File: src/rtl/patch_row_extractor.sv
// patch_row_extractor: captures PATCH_SIZE pixels of one row tap from a multi-lane
// stream into a lane-masked word FIFO and replays them one pixel per handshake.
module patch_row_extractor #(
  parameter int PATCH_SIZE = 6,
  parameter int N_COL_SIZE = 12,
  parameter int PIX_PER_CLK = 4,
  parameter int N_ROW = 2,
  parameter int PIXEL_W = 12,
  parameter int FIFO_DEPTH = 4,
  localparam int RW = N_ROW > 1 ? $clog2(N_ROW) : 1,
  localparam int CW = $clog2(PATCH_SIZE + 1),
  localparam int LW = PIX_PER_CLK > 1 ? $clog2(PIX_PER_CLK) : 1,
  localparam int AW = $clog2(FIFO_DEPTH),
  localparam int WW = PIX_PER_CLK * PIXEL_W
) (
  input  logic                              cl_clk,
  input  logic                              reset,
  input  logic                              init_en,
  input  logic [RW-1:0]                     row_sel_in,
  input  logic [N_COL_SIZE-1:0]             start_col_in,
  input  logic                              beat_valid,
  input  logic [N_COL_SIZE-1:0]             beat_col,
  input  logic [N_ROW*PIX_PER_CLK*PIXEL_W-1:0] pixels_in,
  output logic                              pixel_pending,
  output logic [PIXEL_W-1:0]                pixel,
  input  logic                              pixel_ack,
  output logic                              busy,
  output logic                              done,
  output logic                              missed,
  output logic                              overflow
);
  typedef enum logic [1:0] {IDLE, WAIT, CAPTURE, DRAIN} state_t;
  state_t state_q;
  logic [RW-1:0] row_q;
  logic [N_COL_SIZE-1:0] start_q;
  logic [CW-1:0] rem_q;
  logic missed_q, overflow_q, done_q;
  logic [WW-1:0] data_q [FIFO_DEPTH];
  logic [PIX_PER_CLK-1:0] vld_q [FIFO_DEPTH];
  logic [AW-1:0] wr_q, rd_q;
  logic [AW:0] cnt_q;
  logic hit, late, cap, ack, last, pop, full, push;
  logic [LW-1:0] off, sel;
  logic [PIX_PER_CLK-1:0] cap_mask, head;
  logic [CW-1:0] cap_cnt;
  logic [WW-1:0] cap_word;
  // beat_col + PIX_PER_CLK is one bit wider so the top column never wraps
  always_comb begin
    hit = beat_col <= start_q && {1'b0, start_q} < {1'b0, beat_col} + (N_COL_SIZE+1)'(PIX_PER_CLK);
    late = beat_col > start_q;
    cap = beat_valid && (state_q == CAPTURE || (state_q == WAIT && hit));
    off = state_q == WAIT ? LW'(start_q - beat_col) : '0;
    cap_mask = '0;
    cap_cnt = '0;
    for (int l = 0; l < PIX_PER_CLK; l++) begin
      cap_mask[l] = l >= int'(off) && l - int'(off) < int'(rem_q);
      cap_cnt = cap_cnt + CW'(cap_mask[l]);
    end
    cap_word = pixels_in[(N_ROW > 1 ? int'(row_q) : 0) * WW +: WW];
    head = vld_q[rd_q];
    sel = '0;
    for (int l = PIX_PER_CLK - 1; l >= 0; l--) if (head[l]) sel = LW'(l);
    pixel_pending = cnt_q != '0;
    pixel = pixel_pending ? data_q[rd_q][int'(sel) * PIXEL_W +: PIXEL_W] : '0;
    ack = pixel_ack && pixel_pending;
    last = (head & ~(PIX_PER_CLK'(1) << sel)) == '0;
    pop = ack && last;
    full = cnt_q == (AW+1)'(FIFO_DEPTH);
    push = cap && (!full || pop);
  end
  always_ff @(posedge cl_clk) begin
    if (reset) begin
      state_q <= IDLE;
      row_q <= '0;
      start_q <= '0;
      rem_q <= '0;
      missed_q <= 1'b0;
      overflow_q <= 1'b0;
      done_q <= 1'b0;
      wr_q <= '0;
      rd_q <= '0;
      cnt_q <= '0;
    end else begin
      done_q <= 1'b0;
      if (ack) vld_q[rd_q][sel] <= 1'b0;
      if (push) begin
        data_q[wr_q] <= cap_word;
        vld_q[wr_q] <= cap_mask;
        wr_q <= wr_q + 1'b1;
      end
      if (pop) rd_q <= rd_q + 1'b1;
      cnt_q <= cnt_q + (AW+1)'(push) - (AW+1)'(pop);
      if (cap && !push) overflow_q <= 1'b1;
      if (cap) rem_q <= rem_q - cap_cnt;
      case (state_q)
        IDLE: if (init_en && !done_q) begin
          row_q <= row_sel_in;
          start_q <= start_col_in;
          rem_q <= CW'(PATCH_SIZE);
          missed_q <= 1'b0;
          overflow_q <= 1'b0;
          state_q <= WAIT;
        end
        WAIT: if (beat_valid && hit) state_q <= rem_q == cap_cnt ? DRAIN : CAPTURE;
          else if (beat_valid && late) begin
            missed_q <= 1'b1;
            state_q <= IDLE;
          end
        CAPTURE: if (cap && rem_q == cap_cnt) state_q <= DRAIN;
        default: if (cnt_q == '0) begin
          done_q <= 1'b1;
          state_q <= IDLE;
        end
      endcase
    end
  end
  assign busy = state_q != IDLE;
  assign done = done_q;
  assign missed = missed_q;
  assign overflow = overflow_q;
endmodule

File: config.mk
export PLATFORM = sky130hd
export DESIGN_NAME = patch_row_extractor
export DESIGN_NICKNAME = d
export VERILOG_FILES = /design/src/rtl/patch_row_extractor.sv
export SDC_FILE = /design/constraint.sdc
export NUM_CORES = 1
export LEC_CHECK = 0
export ABC_CLOCK_PERIOD_IN_PS = 6500
export CORE_MARGIN = 1
export CORE_UTILIZATION = 56
export DETAILED_ROUTE_END_ITERATION = 16
export GPL_TIMING_DRIVEN = 0
export PLACE_DENSITY = 0.89
export SYNTH_ARGS = -nofsm -noshare
export SYNTH_HDL_FRONTEND = slang
export SYNTH_SLANG_ARGS = --single-unit
File: constraint.sdc
create_clock -name cl_clk -period 6.5 [get_ports cl_clk]
set_clock_uncertainty 0.05 [all_clocks]
set_input_delay 0.65 -clock cl_clk [delete_from_list [all_inputs] [get_ports cl_clk]]
set_output_delay 0.65 -clock cl_clk [all_outputs]
set_load 0.05 [all_outputs]
Yosys cells after proc, flatten, opt, wreduce, memory -nomap -nowiden
Memories as Yosys holds them, arrays and structs flattened. A register that Yosys moved wholly into a read port is not among the register bits.
Index checks and enable logic that the tools add are counted.
{ "totals": {"ff_bits": 28, "ramBits": 208, "memories": 2, "in_bits": 126} }
{ "mem_list": {"columns": ["name", "depth", "width", "rd", "rd_clocked_by_memory_dff", "write_ports", "line_no", "rtl"], "rows": [
  ["data_q", 4, 48, 1, 1, 1, "38", "logic [WW-1:0] data_q [FIFO_DEPTH];"],
  ["vld_q", 4, 4, 1, 1, 2, "39", "logic [PIX_PER_CLK-1:0] vld_q [FIFO_DEPTH];"]
]} }
{ "classes": {"eq_ne": 9, "bitwise": 2, "n_mux": 36, "magnitude_cmp": 12, "n_shift": 3, "addsub": 14, "n_reduce_logical": 31, "mul": 2} }
{ "ops": {"columns": ["cell", "n"], "rows": [
  ["96-bit by 8-bit indexed part select with 48-bit output", 1],
  ["48-bit by 7-bit indexed part select with 12-bit output", 1],
  ["2-bit two-way mux", 14],
  ["3-bit by 4-bit < comparator with 1-bit output", 4],
  ["1-bit logical AND", 15],
  ["1-bit two-way mux", 14],
  ["12-bit by 3-bit adder with 13-bit output (second input constant)", 1],
  ["12-bit by 13-bit < comparator with 1-bit output", 1],
  ["12-bit > comparator", 1],
  ["12-bit <= comparator", 1],
  ["12-bit two-way mux", 1],
  ["3-bit two-way mux", 3],
  ["4-bit AND reduction", 2],
  ["3-bit by 1-bit adder with 3-bit output", 2],
  ["2-bit one-hot mux with 3 select lines", 1],
  ["1-bit by 2-bit subtractor with 3-bit output (first input constant)", 2],
  ["2-bit by 2-bit subtractor with 3-bit output (first input constant)", 2],
  ["2-bit by 1-bit adder with 2-bit output (second input constant)", 2],
  ["4-bit bitwise AND", 1],
  ["1-bit by 2-bit greater-or-equal comparator with 1-bit output (first input constant)", 2],
  ["4-bit logical NOT", 1],
  ["2-bit by 2-bit multiplier with 4-bit output (second input constant)", 1],
  ["4-bit two-way mux", 1],
  ["2-bit by 1-bit != test with 1-bit output (second input constant)", 2],
  ["28 further kinds", 33]
]} }

Longest topological paths before layout
{ "depth": {"depth_word": 16, "ltp_mapped": 19, "mapped_depth_nobuf": 19} }

Least setup slack after synthesis
OpenSTA, ideal clock, no wires.
{ "synth_path": {"kind": "input port to flip-flop", "from": "in beat_col[2]", "to": "mem vld_q[0][0], enable pin", "n_path_buf": 0, "arrival_time_ps": 4727, "cell_stages": 12, "path_slack_ps": 1424, "required_time_ps": 6151, "path_cell_list": "ha_1 > nand3_1 > nor2_1 > xnor2_1 > ha_1 > a21o_1 > a211o_1 > a211oi_1 > a21o_1 > o211ai_2 > a2111oi_4 > a21o_1"} }
{ "synth_rtl": {"columns": ["element", "line_no", "rtl"], "rows": [
  ["start: declaration", "22", "input logic [N_COL_SIZE-1:0] beat_col,"],
  ["end: declaration", "39", null]
]} }

==> impl_metrics.py <==
metrics = {
    "yosys": {
        "ys_seq_area_share_pct": 57.6,
        "syn_area_um2": 11900,
        "synth_ff_type": "edfxtp_1",
        "synth_xor_area_share_pct": 1.03,
        "yosys_warnings": 0,
        "synth_top_family_by_area": "multiplexers",
        "synthSimpleGateAreaFrac_pct": 8.55,
        "synth_area_leader_cell": "edfxtp_1",
        "synth_seq_cells": 238,
        "ys_async_sr_fraction_pct": 0,
        "syn_nets": 1060,
        "synth_compound_area_share_pct": 8.41,
        "yosys.cell_types.count": 55,
        "synth-edff-count": 208,
        "synth_top_cell_area_share_pct": 52.6,
        "synthAdderAreaFrac_pct": 5.77,
        "synthMuxAreaShare_pct": 15.5,
        "synth_cells": 881,
        "yosys-top-cells-area": "edfxtp_1 53%, mux4_2 7.4%, ha_1 5.3%",
        "synth.avg_cell_area_um2": 13.5,
    },
    "floorplanning": {
        "fp.dieArea_um2": 21800,
        "die-height_um": 148,
        "die_w_um": 148,
        "io_pins": 143,
        "coreArea_um2": 20500,
        "rows": 52,
        "initial_utilization_pct": 58.0,
    },
    "global_routing": {
        "grt_pass1_wl_um": 47000,
        "met2_usage_pct": 48.3,
        "grt_max_degree": 16,
        "grt_overflow": 0,
        "use_met3_pct": 5.25,
        "grt_use_met1_pct": 36.1,
        "antenna_found_initial": 0,
        "grt_usage_pct": 28.7,
        "busiest_layer": "met2",
        "grt_pass1_vias": 8484,
    },
    "min_path": {
        "hold_path.class": "reg2reg",
        "min_from": "start_q[1]$_SDFFE_PP0P_",
    },
    "clock_tree": {
        "clock_latency_ps": 520,
        "cts_setup_buffers": 0,
        "cts_buffer_depth": 3,
        "cts_resized": 0,
        "cts_hold_buf": 0,
        "htreeDepth": 1,
        "path_clk_slew_ps": 60,
        "cts_made_buffers": 24,
        "cts_tree": "yes",
        "root_buffer": "clkbuf_16",
        "cts.sinks": 238,
    },
    "layout": {
        "final_area_um2": 14600,
        "drive_gt1_share_pct": 14.5,
        "diodes": 0,
        "area_growth_pct": 23.2,
        "layout_commonest_cell": "edfxtp_1",
        "final_cell_mix": "208 x edfxtp_1, 142 x clkdlybuf4s50_1, 70 x nand2_1, 70 x nor2_1, 50 x ha_1",
        "final.fill_count": 1289,
        "fin_nets": 1246,
    },
    "pwr": {
        "peakVddDrop_mv": 0.221,
        "p_leak_nw": 5.15,
        "powerDensity_nw_per_um2": 339,
    },
    "setup_path": {
        "critPathRequiredTime_ps": 5800,
        "crit_fanout": 10,
        "critical_path_arrival_ps": 4830,
        "worstSetupPathType": "reg2out",
        "cp-end-kind": "primary output",
        "startpoint_type": "flip-flop",
        "r2r_start": "state_q[1]$_SDFFE_PP0P_",
    },
    "placed_design": {
        "dpl.hpwl_um": 21600,
        "place_ws_ps": 1150,
        "placed_cell_area_um2": 13900,
        "place_congestion": 0.893,
        "io_buffers": 142,
    },
    "drt": {
        "drt-wirelength-per-cell_um": 23.0,
        "firstDrtPassIters": 8,
        "ant_nets": 0,
        "drt_iter0_markers": 911,
        "drt_wl_total_um": 31100,
        "drc": 0,
        "via_per_inst": 6.24,
        "vias": 8457,
    },
    "sta": {
        "tightest_slew_ps": 1150,
        "maxSlewHeadroom_pct": 23.5,
        "setup_viol": 0,
        "layout_setup_ws_ps": 966,
        "slew_viol_final": 0,
        "fmax_ghz": 0.181,
        "post-route-period-util_pct": 85.1,
        "holdWs_ps": 425,
        "hold_violations": 0,
        "rsz0062_at_grt": "false",
        "finalWorstPathRequiredPeriod_ps": 5530,
    },
    "outcome": {
        "status": "completed",
    },
    "flow_run": {
        "cap_violations": 0,
    },
}
worst paths after layout:
| kind | end | slack (ps) | cells past startpoint |
|---|---|---|---|
| setup / recovery | pixel[6] | 970 | 10 |
| hold / removal | start_q[1]$_SDFFE_PP0P_ | 430 | 2 |
| setup reg to reg | state_q[1]$_SDFFE_PP0P_ | 2120 | 17 |
| hold reg to reg | start_q[1]$_SDFFE_PP0P_ | 430 | 2 |
cells in the mapped netlist, drive strengths merged (2+ instances only):
master   instances
o21bai           2
nand3            7
and2            18
nor4             2
fa               3
nand2           70
or3              4
nand2b           5
buf             15
xor2             4
a21oi           44
xnor2           10
a221o           12
a21o            21
inv             47
nand4            4
mux4            40
o22ai           24
a31oi            2
o31ai            2
mux2i           39
and3             3
clkbuf          29
mux2            49
ha              50
a2111oi          6
dfxtp           30
o21ai            7
nor3            32
edfxtp         208
nor2            70
nor2b            6
a211oi           5
cell families (layout without fill, tap and decap cells):
| kind of cell | Yosys count | in the layout |
|---|---|---|
| xor+xnor | 14 | 14 |
| fa+ha+maj | 53 | 53 |
| compound gates | 133 | 133 |
| mux | 128 | 128 |
| simple gates | 224 | 224 |
| flops | 238 | 238 |
| buf+inv | 91 | 295 |
flip-flops by register name (all words and copies together) (netlist names), 2 cells and up, named ones only:
register and cells:
cnt_q 3, data_q 192, rd_q 2, rem_q 3
start_q 12, state_q 2, vld_q 16, wr_q 2
power by group:
part / internal [mW] / leakage (nW) / total [mW] / switching [mW]
sequential: 1.76 / 2.11 / 1.80 / 0.0443
combinational: 0.676 / 2.66 / 1.74 / 1.07
clock: 0.827 / 0.383 / 1.41 / 0.582
metrics by stage:
step | total power, mW | util, % | TNS [ps] | instances
floorplan | 2.97 | - | 0 | 881
global placement | 3.44 | 66.6 | -125870 | 1293
detailed placement | 3.52 | 67.6 | 0 | 1311
CTS | 4.94 | 71.4 | 0 | 1355
global route | 5.14 | 71.4 | 0 | 1355
finish | 4.96 | 71.4 | 0 | 1355
layout make-up:
class                           instances  area, µm²  share of cell area, %
Buffer                                 44        190                   1.30
Clock buffer                           33        656                   4.48
Clock inverter                         11        134                  0.914
Inverter                               47        176                   1.20
Multi-Input combinational cell        552       4670                   31.9
Sequential cell                       238       6850                   46.8
Tap cell                              270        338                   2.31
Timing Repair Buffer                  160       1630                   11.1
layer usage:
| layer | up-vias | part of all wire, % |
|---|---|---|
| met5 | - | 0 |
| met4 | 0 | 4.9 |
| met3 | 122 | 10 |
| met2 | 552 | 49 |
| met1 | 4088 | 36 |
| li1 | 3695 | - |
critical path, cell delays in order (launching register included):
cell and delay [ps]:
dfxtp_1 440, buf_6 210, mux4_2 630, buf_1 340, a21oi_2 570, buf_4 360, mux2i_1 240, o22ai_1 100
nor3_1 530, nor3_1 120, clkdlybuf4s50_1 760
Note: power is estimated with default switching activity, not from simulation.
